### src/rtl/hex_display_controller_if.sv
// Bundle of the source-side and display-side signals of hex_display_controller.
// The master drives sources and controls; the slave (the controller) drives the Hex pins.
interface hex_display_controller_if #(
  parameter int DIGITS   = 8,
  parameter int CHANNELS = 4,
  parameter int CH_W     = 2
);
  logic [CHANNELS*DIGITS*4-1:0] ch_data;
  logic [CHANNELS-1:0]          ch_load;
  logic                         freeze;
  logic                         sel_next;
  logic                         auto_en;
  logic                         blank_lz;
  logic [DIGITS-1:0]            blink_mask;
  logic [DIGITS*7-1:0]          seg_L;
  logic [CH_W-1:0]              cur_channel;
  logic                         blink_phase;

  modport master (
    output ch_data, ch_load, freeze, sel_next, auto_en, blank_lz, blink_mask,
    input  seg_L, cur_channel, blink_phase
  );

  modport slave (
    input  ch_data, ch_load, freeze, sel_next, auto_en, blank_lz, blink_mask,
    output seg_L, cur_channel, blink_phase
  );
endinterface

### src/rtl/hex_display_controller.sv
// Multi-channel registered driver for active-low seven-segment digits with channel select,
// leading-zero blanking and optional per-digit blinking (enabled by HEXDISP_BLINK_EN).
module hex_display_controller #(
  parameter int DIGITS      = 8,
  parameter int CHANNELS    = 4,
  parameter int CH_W        = 2,
  parameter int AUTO_TICKS  = 27_000_000,
  parameter int BLINK_TICKS = 6_750_000
) (
  input  logic                     clk,
  input  logic                     reset_n,
  hex_display_controller_if.slave  bus
);

  localparam int SW = 4 * DIGITS;
  localparam int AW = (AUTO_TICKS > 1) ? $clog2(AUTO_TICKS) : 1;

  typedef enum logic [0:0] {
    ST_MANUAL = 1'b0,
    ST_AUTO   = 1'b1
  } state_t;

  state_t               state_r;
  state_t               next_state_s;
  logic [SW-1:0]        shadow_r [CHANNELS];
  logic                 sel_q_r;
  logic                 rise_s;
  logic [AW-1:0]        auto_cnt_r;
  logic                 advance_s;
  logic                 cnt_clear_s;
  logic [CH_W-1:0]      cur_channel_r;
  logic [CH_W-1:0]      chan_next_s;
  logic [DIGITS*7-1:0]  seg_r;
  logic [DIGITS*7-1:0]  seg_next_s;
  logic [SW-1:0]        cur_word_s;
  logic [DIGITS-1:0]    blink_gate_s;
  logic                 zero_above_s;

  // Active-low g..a glyph for one hex nibble.
  function automatic logic [6:0] hex7(input logic [3:0] n);
    logic [6:0] g;
    case (n)
      4'h0:    g = 7'b1000000;
      4'h1:    g = 7'b1111001;
      4'h2:    g = 7'b0100100;
      4'h3:    g = 7'b0110000;
      4'h4:    g = 7'b0011001;
      4'h5:    g = 7'b0010010;
      4'h6:    g = 7'b0000010;
      4'h7:    g = 7'b1111000;
      4'h8:    g = 7'b0000000;
      4'h9:    g = 7'b0010000;
      4'hA:    g = 7'b0001000;
      4'hB:    g = 7'b0000011;
      4'hC:    g = 7'b1000110;
      4'hD:    g = 7'b0100001;
      4'hE:    g = 7'b0000110;
      4'hF:    g = 7'b0001110;
      default: g = 7'b1111111;
    endcase
    return g;
  endfunction

  assign rise_s      = bus.sel_next & ~sel_q_r;
  assign chan_next_s = (cur_channel_r == CH_W'(CHANNELS - 1)) ? {CH_W{1'b0}}
                                                               : cur_channel_r + CH_W'(1);

  // Shadow capture and push-button edge history.
  always_ff @(posedge clk) begin
    if (!reset_n) begin
      for (int i = 0; i < CHANNELS; i++) begin
        shadow_r[i] <= {SW{1'b0}};
      end
      sel_q_r <= 1'b0;
    end else begin
      for (int i = 0; i < CHANNELS; i++) begin
        if (bus.ch_load[i] && !bus.freeze) begin
          shadow_r[i] <= bus.ch_data[i*SW +: SW];
        end
      end
      sel_q_r <= bus.sel_next;
    end
  end

  // Channel FSM state register.
  always_ff @(posedge clk) begin
    if (!reset_n) begin
      state_r <= ST_MANUAL;
    end else begin
      state_r <= next_state_s;
    end
  end

  // Channel FSM next state: the mode follows auto_en on every edge.
  always_comb begin
    next_state_s = ST_MANUAL;
    case (state_r)
      ST_MANUAL: next_state_s = bus.auto_en ? ST_AUTO : ST_MANUAL;
      ST_AUTO:   next_state_s = bus.auto_en ? ST_AUTO : ST_MANUAL;
      default:   next_state_s = ST_MANUAL;
    endcase
  end

  // Channel FSM outputs; a terminal count coinciding with a press still advances once.
  always_comb begin
    advance_s   = 1'b0;
    cnt_clear_s = 1'b1;
    case (next_state_s)
      ST_AUTO: begin
        advance_s   = rise_s | (auto_cnt_r == AW'(AUTO_TICKS - 1));
        cnt_clear_s = advance_s;
      end
      ST_MANUAL: begin
        advance_s   = rise_s;
        cnt_clear_s = 1'b1;
      end
      default: begin
        advance_s   = 1'b0;
        cnt_clear_s = 1'b1;
      end
    endcase
  end

  // Auto-cycle counter and selected channel.
  always_ff @(posedge clk) begin
    if (!reset_n) begin
      auto_cnt_r    <= {AW{1'b0}};
      cur_channel_r <= {CH_W{1'b0}};
    end else begin
      auto_cnt_r <= cnt_clear_s ? {AW{1'b0}} : auto_cnt_r + AW'(1);
      if (advance_s) begin
        cur_channel_r <= chan_next_s;
      end
    end
  end

`ifdef HEXDISP_BLINK_EN
  localparam int BW = (BLINK_TICKS > 1) ? $clog2(BLINK_TICKS) : 1;

  logic [BW-1:0] blink_cnt_r;
  logic          blink_phase_r;

  // Free-running blink half-period timer.
  always_ff @(posedge clk) begin
    if (!reset_n) begin
      blink_cnt_r   <= {BW{1'b0}};
      blink_phase_r <= 1'b0;
    end else if (blink_cnt_r == BW'(BLINK_TICKS - 1)) begin
      blink_cnt_r   <= {BW{1'b0}};
      blink_phase_r <= ~blink_phase_r;
    end else begin
      blink_cnt_r   <= blink_cnt_r + BW'(1);
      blink_phase_r <= blink_phase_r;
    end
  end

  assign blink_gate_s    = {DIGITS{blink_phase_r}} & bus.blink_mask;
  assign bus.blink_phase = blink_phase_r;
`else
  logic unused_blink_s;
  assign unused_blink_s  = ^{bus.blink_mask, BLINK_TICKS[0]};
  assign blink_gate_s    = {DIGITS{1'b0}};
  assign bus.blink_phase = 1'b0;
`endif

  // Decode the shown word, scanning from the top so zero_above_s tracks leading zeros.
  always_comb begin
    cur_word_s   = shadow_r[cur_channel_r];
    zero_above_s = 1'b1;
    seg_next_s   = {(DIGITS*7){1'b1}};
    for (int k = DIGITS - 1; k >= 0; k--) begin
      zero_above_s = zero_above_s & (cur_word_s[4*k +: 4] == 4'h0);
      if ((bus.blank_lz && zero_above_s && (k != 0)) || blink_gate_s[k]) begin
        seg_next_s[7*k +: 7] = 7'b1111111;
      end else begin
        seg_next_s[7*k +: 7] = hex7(cur_word_s[4*k +: 4]);
      end
    end
  end

  // Registered segment outputs.
  always_ff @(posedge clk) begin
    if (!reset_n) begin
      seg_r <= {(DIGITS*7){1'b1}};
    end else begin
      seg_r <= seg_next_s;
    end
  end

  assign bus.seg_L       = seg_r;
  assign bus.cur_channel = cur_channel_r;

endmodule

### src/flat_wrapper.sv
// flat-port wrapper written by rule: the top's interface ports become plain ports
module hex_display_controller_flat 
#(
  parameter int DIGITS      = 8,
  parameter int CHANNELS    = 4,
  parameter int CH_W        = 2,
  parameter int AUTO_TICKS  = 27_000_000,
  parameter int BLINK_TICKS = 6_750_000
)
  (clk, reset_n, bus_ch_data, bus_ch_load, bus_freeze, bus_sel_next, bus_auto_en, bus_blank_lz, bus_blink_mask, bus_seg_L, bus_cur_channel, bus_blink_phase);
  hex_display_controller_if #(.DIGITS(DIGITS), .CHANNELS(CHANNELS), .CH_W(CH_W)) bus_i ();
  input  logic clk;
  input  logic reset_n;
  input wire logic [$bits(bus_i.ch_data)-1:0] bus_ch_data;
  input wire logic [$bits(bus_i.ch_load)-1:0] bus_ch_load;
  input wire logic [$bits(bus_i.freeze)-1:0] bus_freeze;
  input wire logic [$bits(bus_i.sel_next)-1:0] bus_sel_next;
  input wire logic [$bits(bus_i.auto_en)-1:0] bus_auto_en;
  input wire logic [$bits(bus_i.blank_lz)-1:0] bus_blank_lz;
  input wire logic [$bits(bus_i.blink_mask)-1:0] bus_blink_mask;
  output wire logic [$bits(bus_i.seg_L)-1:0] bus_seg_L;
  output wire logic [$bits(bus_i.cur_channel)-1:0] bus_cur_channel;
  output wire logic [$bits(bus_i.blink_phase)-1:0] bus_blink_phase;
  assign bus_i.ch_data = bus_ch_data;
  assign bus_i.ch_load = bus_ch_load;
  assign bus_i.freeze = bus_freeze;
  assign bus_i.sel_next = bus_sel_next;
  assign bus_i.auto_en = bus_auto_en;
  assign bus_i.blank_lz = bus_blank_lz;
  assign bus_i.blink_mask = bus_blink_mask;
  assign bus_seg_L = bus_i.seg_L;
  assign bus_cur_channel = bus_i.cur_channel;
  assign bus_blink_phase = bus_i.blink_phase;
  hex_display_controller #(.DIGITS(DIGITS), .CHANNELS(CHANNELS), .CH_W(CH_W), .AUTO_TICKS(AUTO_TICKS), .BLINK_TICKS(BLINK_TICKS)) u_core (.clk(clk), .reset_n(reset_n), .bus(bus_i));
endmodule
### config.mk
export PLATFORM = sky130hd
export DESIGN_NAME = hex_display_controller_flat
export DESIGN_NICKNAME = d
export VERILOG_FILES = /design/src/rtl/hex_display_controller_if.sv /design/src/rtl/hex_display_controller.sv /design/src/flat_wrapper.sv
export SDC_FILE = /design/constraint.sdc
export NUM_CORES = 1
export LEC_CHECK = 0
export CAP_MARGIN = 30
export CORE_MARGIN = 2
export CORE_UTILIZATION = 47
export DETAILED_ROUTE_END_ITERATION = 16
export PLACE_DENSITY = 0.84
export SYNTH_ARGS = -nofsm -noshare
export SYNTH_HDL_FRONTEND = slang
export SYNTH_SLANG_ARGS = --single-unit
### constraint.sdc
create_clock -name clk -period 4.4 [get_ports clk]
set_clock_uncertainty 0.1 [all_clocks]
set_input_delay 0.66 -clock clk [delete_from_list [all_inputs] [get_ports clk]]
set_output_delay 0.66 -clock clk [all_outputs]
set_load 0.01 [all_outputs]
# Word level (Yosys, flattened, before mapping)
# Memories as Yosys holds them, arrays and structs flattened. A register that Yosys moved wholly into a read port is not among the register bits.
# Cells that the tools add are included.
dict set report totals {
  mem_bits_rw 128
  elab_cells 82
  mem_count 9
  romBits 896
  inputBits 146
  ff_bits 28
}
# name depth word_bits read_ports rd_ports_with_merged_regs wr line
set memory_table {}
lappend memory_table {u_core.shadow_r 4 32 1 1 4 hex_display_controller.sv:25} ;# logic [SW-1:0] shadow_r [CHANNELS];
lappend memory_table {{(no name shown)} 16 7 1 1 0 hex_display_controller.sv:42} ;# case (n)
lappend memory_table {{(no name shown)} 16 7 1 1 0 hex_display_controller.sv:42}
lappend memory_table {{(no name shown)} 16 7 1 1 0 hex_display_controller.sv:42}
lappend memory_table {{(no name shown)} 16 7 1 1 0 hex_display_controller.sv:42}
lappend memory_table {{(no name shown)} 16 7 1 1 0 hex_display_controller.sv:42}
lappend memory_table {{+3 memories} - - - - - -}
dict set report classes {
  muxes 23
  n_reduce_logical 28
  bitwise_logic 15
  eq_ne 2
  addsub 2
}
# op n
set ops {}
lappend ops {{32-bit two-way mux} 4}
lappend ops {{4-bit zero test} 7}
lappend ops {{25-bit by 1-bit adder with 25-bit output (second input constant)} 1}
lappend ops {{25-bit == test (second input constant)} 1}
lappend ops {{2-bit OR reduction} 8}
lappend ops {{1-bit two-way mux} 14}
lappend ops {{1-bit logical AND} 11}
lappend ops {{1-bit AND} 7}
lappend ops {{2-bit two-way mux} 3}
lappend ops {{1-bit OR} 5}
lappend ops {{1-bit case mux with 2 select lines} 2}
lappend ops {{1-bit NOT} 3}
lappend ops {{2-bit by 1-bit adder with 2-bit output (second input constant)} 1}
lappend ops {{2-bit == test (second input constant)} 1}
lappend ops {{1-bit zero test} 2}

# Depth between registers and ports, before layout
dict set report logic_depth {
  ltp_word 9
  depth_mapped 13
  ltp_nobuf 8
}

# Worst setup path before layout
# Ideal clock, no wire load.
dict set report synth_path {
  kind {register to register}
  startpoint {register (tool-made name)}
  endpoint {register u_core.seg_r[16] (netlist: u_core.bus.seg_L[16])}
  stages_incl_launch_ff 12
  arrival_ns 3.973
  path_slack_ns 0.248
  synth_period_minus_slack_ns 4.152
  n_path_buf 3
  cell_sequence {dfxtp_1 -> buf_2 -> clkbuf_1 -> buf_1 -> mux4_2 -> inv_1 -> ha_1 -> nand2_1 -> or4_1 -> a222oi_1 -> a41oi_1 -> o211ai_1}
}
# element line
set synth_rtl {}
lappend synth_rtl {{end, declared} hex_display_controller.sv:33} ;# logic [DIGITS*7-1:0] seg_r;

==> PnR_summary.wiki <==
{| class="wikitable"
! Metric !! Value
|-
| Maximum resistive drop on vdd || 0.000295 V
|-
| Number of synthesis warnings || 0
|-
| Remaining antenna violation count after routing || 0
|-
| Max transition margin || 42.4%
|-
| Sum of routed wire length over all layers || 26.7 mm
|-
| Worst Reg-to-Reg Cells || 9
|-
| Critical Path Max Stage Delay || 0.70 ns
|-
| Site Rows || 54
|-
| Net switching power figure || 1440 uW
|-
| Worst setup margin || 0.787 ns
|-
| CP startpoint kind || flip-flop
|-
| Slowest CP cell || sky130_fd_sc_hd__dfxtp_2
|-
| Final count of negative-setup-slack endpoints || 0
|-
| Routed wl met2 || 13.5 mm
|-
| Hold Buf Count CTS || 0
|-
| CP Cell Sequence || mux4_2, inv_1, ha_1, nand2_1, or4_1, a222oi_1, buf_4, a41oi_1, o211ai_1
|-
| Layout cells sized above 1 || 11.0%
|-
| Final Slew Violations || 0
|-
| Max-cap viol count || 0
|-
| Vertical extent of the die || 153 microns
|-
| Clock Path Buffers || 3
|-
| Run status || complete, no violations
|-
| CTS buffer count || 23
|-
| Vias/cell || 5.64
|-
| M1 wire length || 10.6 mm
|-
| Cell Area, Synth || 10400 sq um
|-
| CTS tree || yes
|-
| Number of library cell types mapped by synthesis || 47
|-
| Number of nets in the synthesized netlist || 1072
|-
| Post-CTS setup buffers || 0
|-
| Endpoint kind of the worst setup timing path || flip-flop
|-
| Uppermost routed layer || met4
|-
| Final sum of negative setup slack || 0 ns
|-
| Hold Violations, Final || 0
|-
| Power share of the sequential group || 43.6%
|-
| Sinks on Clock Net || 214
|-
| I/O pins || 205
|-
| Comb power frac || 21.6%
|-
| Wirelength per Cell || 19.5 microns
|-
| Predominant post-synthesis flop cell || sky130_fd_sc_hd__edfxtp_1
|-
| Highest net fanout along the worst path || 17
|-
| Net switching share of the total power || 26.2%
|-
| Critical path buffers and inverters || 2
|-
| Capture instance of the worst register-to-register path || u_core.bus.seg_L[16]
|-
| Place WS || 0.786 ns
|-
| Post-route minimum period || 3.61 ns
|-
| Synth Register Bits || 214
|-
| Resize count post-CTS || 0
|-
| Floorplan die area || 23400 sq um
|-
| Buffers on Ports || 195
|-
| Detailed Place HPWL || 18.9 mm
|-
| Layout Cells excl Fill || 1367
|-
| Share of power burned in the clock network || 34.7%
|-
| Required time worst endpoint || 4.74 ns
|-
| Setup repair after global routing missed its margin || false
|-
| Clock transition time at the flip-flop clock pins of the worst setup and hold paths || 0.06 ns
|-
| Via count of the first global-routing pass || 7730
|-
| Min-Delay Startpoint || u_core.auto_cnt_r[0]
|-
| Later-pin clock latency in the skew report || 0.51 ns
|-
| Data arrival time of the worst path || 3.96 ns
|-
| Root buffer cell || sky130_fd_sc_hd__clkbuf_16
|-
| Hold path cells || 1
|-
| Worst Setup Path Type || reg2reg
|-
| Wire length of the first global-routing pass || 41.4 mm
|-
| DIE WIDTH || 153 microns
|-
| Pwr dens || 408 nW/um^2
|-
| Vias after detailed routing || 7714
|-
| Drt first pass iters || 5
|-
| Worst Hold Margin || 0.340 ns
|-
| Post-Place Cells || 1324
|-
| Post-layout nets || 1259
|-
| Area Overhead vs Synth || 29.3%
|-
| Area inside the core boundary || 21800 sq um
|-
| Mapped Avg Cell Area || 11.8 sq um
|-
| Post-layout power || 5510 uW
|-
| Static leakage || 0.00533 uW
|-
| CP delay by family, top || compound AO/OA/AOI/OAI gates
|-
| Max Fclk || 277 MHz
|-
| Initial Util || 47.9%
|-
| Fillcell total || 1632
|-
| Sink of the worst hold path || u_core.auto_cnt_r[0]
|-
| Async set-or-reset flop fraction in the synthesized netlist || 0%
|-
| DR iter-0 viols || 576
|-
| Mapped Cells || 882
|-
| Overall overflow remaining after global route || 0
|-
| Pin count of the biggest net entering global routing || 54
|-
| Post-synth EDFFs || 128
|-
| # H-tree levels || 1
|-
| Combined global-route utilization of all metal layers || 22.4%
|-
| Share of the yosys chip area belonging to registers || 53.3%
|-
| Final period utilization || 82.1%
|-
| Antenna violations before repair || 1
|-
| Internal power contribution || 4070 uW
|-
| Final weighted congestion in routability-driven placement || 0.886
|-
| Post-detailed-route DRC marker count || 0
|-
| Flop2flop setup slack || 0.79 ns
|-
| Total met3 wirelength after detailed routing || 1.70 mm
|-
| Type of the worst min-delay path || reg2reg
|-
| Actual slew at the worst max-slew pin || 0.840 ns
|}
## worst reg2reg max path, cell delays in order (launching register included)
cell,delay (ns)
sky130_fd_sc_hd__dfxtp_2,0.70
sky130_fd_sc_hd__mux4_2,0.64
sky130_fd_sc_hd__inv_1,0.14
sky130_fd_sc_hd__ha_1,0.24
sky130_fd_sc_hd__nand2_1,0.08
sky130_fd_sc_hd__or4_1,0.57
sky130_fd_sc_hd__a222oi_1,0.43
sky130_fd_sc_hd__buf_4,0.23
sky130_fd_sc_hd__a41oi_1,0.27
sky130_fd_sc_hd__o211ai_1,0.16
## metal layers
layer | up-vias | global-route usage, %
li1 | 3614 | -
met5 | - | 0
met1 | 3746 | 27.5
met4 | 0 | 8.25
met3 | 58 | 3.06
met2 | 296 | 40.1
## stage by stage
step	util [%]	area, sq um
floorplan	-	10400
global placement	58.3	12700
detailed placement	58.4	12700
CTS	61.9	13500
global route	61.9	13500
finish	61.9	13500
## cell usage after synthesis, types with 3 or more instances
cell	number	share of area, %
sky130_fd_sc_hd__o22ai_1	3	0.18
sky130_fd_sc_hd__clkbuf_1	38	1.4
sky130_fd_sc_hd__ha_1	44	5.3
sky130_fd_sc_hd__a22oi_1	3	0.22
sky130_fd_sc_hd__a21oi_1	11	0.53
sky130_fd_sc_hd__or2_2	3	0.18
sky130_fd_sc_hd__and4_1	4	0.34
sky130_fd_sc_hd__nor4_1	3	0.18
sky130_fd_sc_hd__nand4_1	14	0.84
sky130_fd_sc_hd__nor2_1	48	1.7
sky130_fd_sc_hd__dfxtp_1	86	16
sky130_fd_sc_hd__nor3_1	11	0.53
sky130_fd_sc_hd__nor3b_1	4	0.29
sky130_fd_sc_hd__xnor2_1	22	1.8
sky130_fd_sc_hd__xor2_1	12	1.0
sky130_fd_sc_hd__o211ai_1	10	0.72
sky130_fd_sc_hd__and3_1	98	5.9
sky130_fd_sc_hd__nor2b_1	4	0.24
sky130_fd_sc_hd__o21ai_0	19	0.91
sky130_fd_sc_hd__nand2_1	53	1.9
sky130_fd_sc_hd__o21a_1	3	0.22
sky130_fd_sc_hd__mux4_2	29	6.3
sky130_fd_sc_hd__o221ai_1	23	1.9
sky130_fd_sc_hd__edfxtp_1	128	37
sky130_fd_sc_hd__nand3_1	19	0.91
sky130_fd_sc_hd__mux2_2	24	2.6
sky130_fd_sc_hd__o311ai_0	3	0.25
sky130_fd_sc_hd__inv_1	38	1.4
sky130_fd_sc_hd__nand2b_1	12	0.72
sky130_fd_sc_hd__and2_1	38	2.3
sky130_fd_sc_hd__mux2i_1	41	3.9
sky130_fd_sc_hd__buf_2	10	0.48
sky130_fd_sc_hd__or3_1	7	0.42
## cell families (layout without fill, tap and decap cells)
logic type                 Yosys count  after routing  share of synthesized area, %
and+or+nand+nor                    323            323                          16.8
DFF                                214            214                          53.3
muxes                               94             94                          12.8
buffers and inverters               88            292                          3.32
AOI/OAI and AO/OA                   84             84                          5.67
adders and majority gates           44             44                          5.27
xor gates and xnor gates            34             34                          2.85
other                                1              2                        0.0359
## power by group through the flow
| stage | Combinational (uW) | Clock [uW] | Sequential [uW] |
|---|---|---|---|
| floorplan | 648 | 0 | 2470 |
| global placement | 1160 | 0 | 2440 |
| detailed placement | 1190 | 0 | 2450 |
| CTS | 1190 | 1940 | 2410 |
| global route | 1290 | 2020 | 2420 |
| finish | 1190 | 1920 | 2410 |
## worst max path at each step
stage / start / end / slack (ns) / depth (start not counted)
2_1_floorplan: flip-flop / u_core.bus.seg_L[16] / 0.25 / 11
6_report: flip-flop / u_core.bus.seg_L[16] / 0.79 / 9
3_3_place_gp: flip-flop / u_core.bus.seg_L[16] / 0.83 / 9
3_5_place_dp: flip-flop / u_core.bus.seg_L[16] / 0.79 / 9
4_1_cts: flip-flop / u_core.bus.seg_L[16] / 0.74 / 9
5_1_grt: flip-flop / u_core.bus.seg_L[20] / 0.52 / 9
## layout make-up
type | count | area, sq um | area share (%)
inverter | 38 | 143 | 1.06
tap | 280 | 350 | 2.59
timing repair buffer | 212 | 2080 | 15.4
clock inverter | 6 | 42.5 | 0.315
multi-input combinational | 580 | 4590 | 34.0
antenna | 1 | 2.50 | 0.0185
sequential | 214 | 5570 | 41.2
clock buffer | 36 | 727 | 5.38
## layout by cell type, fill, tap and decap left out, types with 4 or more instances in the layout
cell and n:
sky130_fd_sc_hd__clkdlybuf4s50_1 195, sky130_fd_sc_hd__edfxtp_1 128, sky130_fd_sc_hd__and3_1 98, sky130_fd_sc_hd__dfxtp_1 84, sky130_fd_sc_hd__nand2_1 53, sky130_fd_sc_hd__nor2_1 47
sky130_fd_sc_hd__ha_1 44, sky130_fd_sc_hd__mux2i_1 41, sky130_fd_sc_hd__inv_1 38, sky130_fd_sc_hd__and2_1 38, sky130_fd_sc_hd__mux4_2 29, sky130_fd_sc_hd__clkbuf_16 25
sky130_fd_sc_hd__mux2_2 24, sky130_fd_sc_hd__o221ai_1 23, sky130_fd_sc_hd__xnor2_1 22, sky130_fd_sc_hd__nand3_1 19, sky130_fd_sc_hd__buf_4 16, sky130_fd_sc_hd__o21ai_0 15
sky130_fd_sc_hd__nand4_1 14, sky130_fd_sc_hd__nand2b_1 12, sky130_fd_sc_hd__xor2_1 12, sky130_fd_sc_hd__a21oi_1 11, sky130_fd_sc_hd__o211ai_1 10, sky130_fd_sc_hd__nor3_1 10
sky130_fd_sc_hd__or3_1 7, sky130_fd_sc_hd__clkbuf_8 6, sky130_fd_sc_hd__clkbuf_1 5, sky130_fd_sc_hd__o21ai_4 4, sky130_fd_sc_hd__nor2b_1 4, sky130_fd_sc_hd__nor3b_1 4
sky130_fd_sc_hd__and4_1 4
## sequential cells by signal (all words and copies together), names as in the netlist, named ones only
name                    flops
u_core.bus.seg_L           56
u_core.auto_cnt_r          25
u_core.sel_q_r              1
u_core.shadow_r           128
u_core.bus.cur_channel      2
Note: power is estimated with default switching activity, not from simulation.
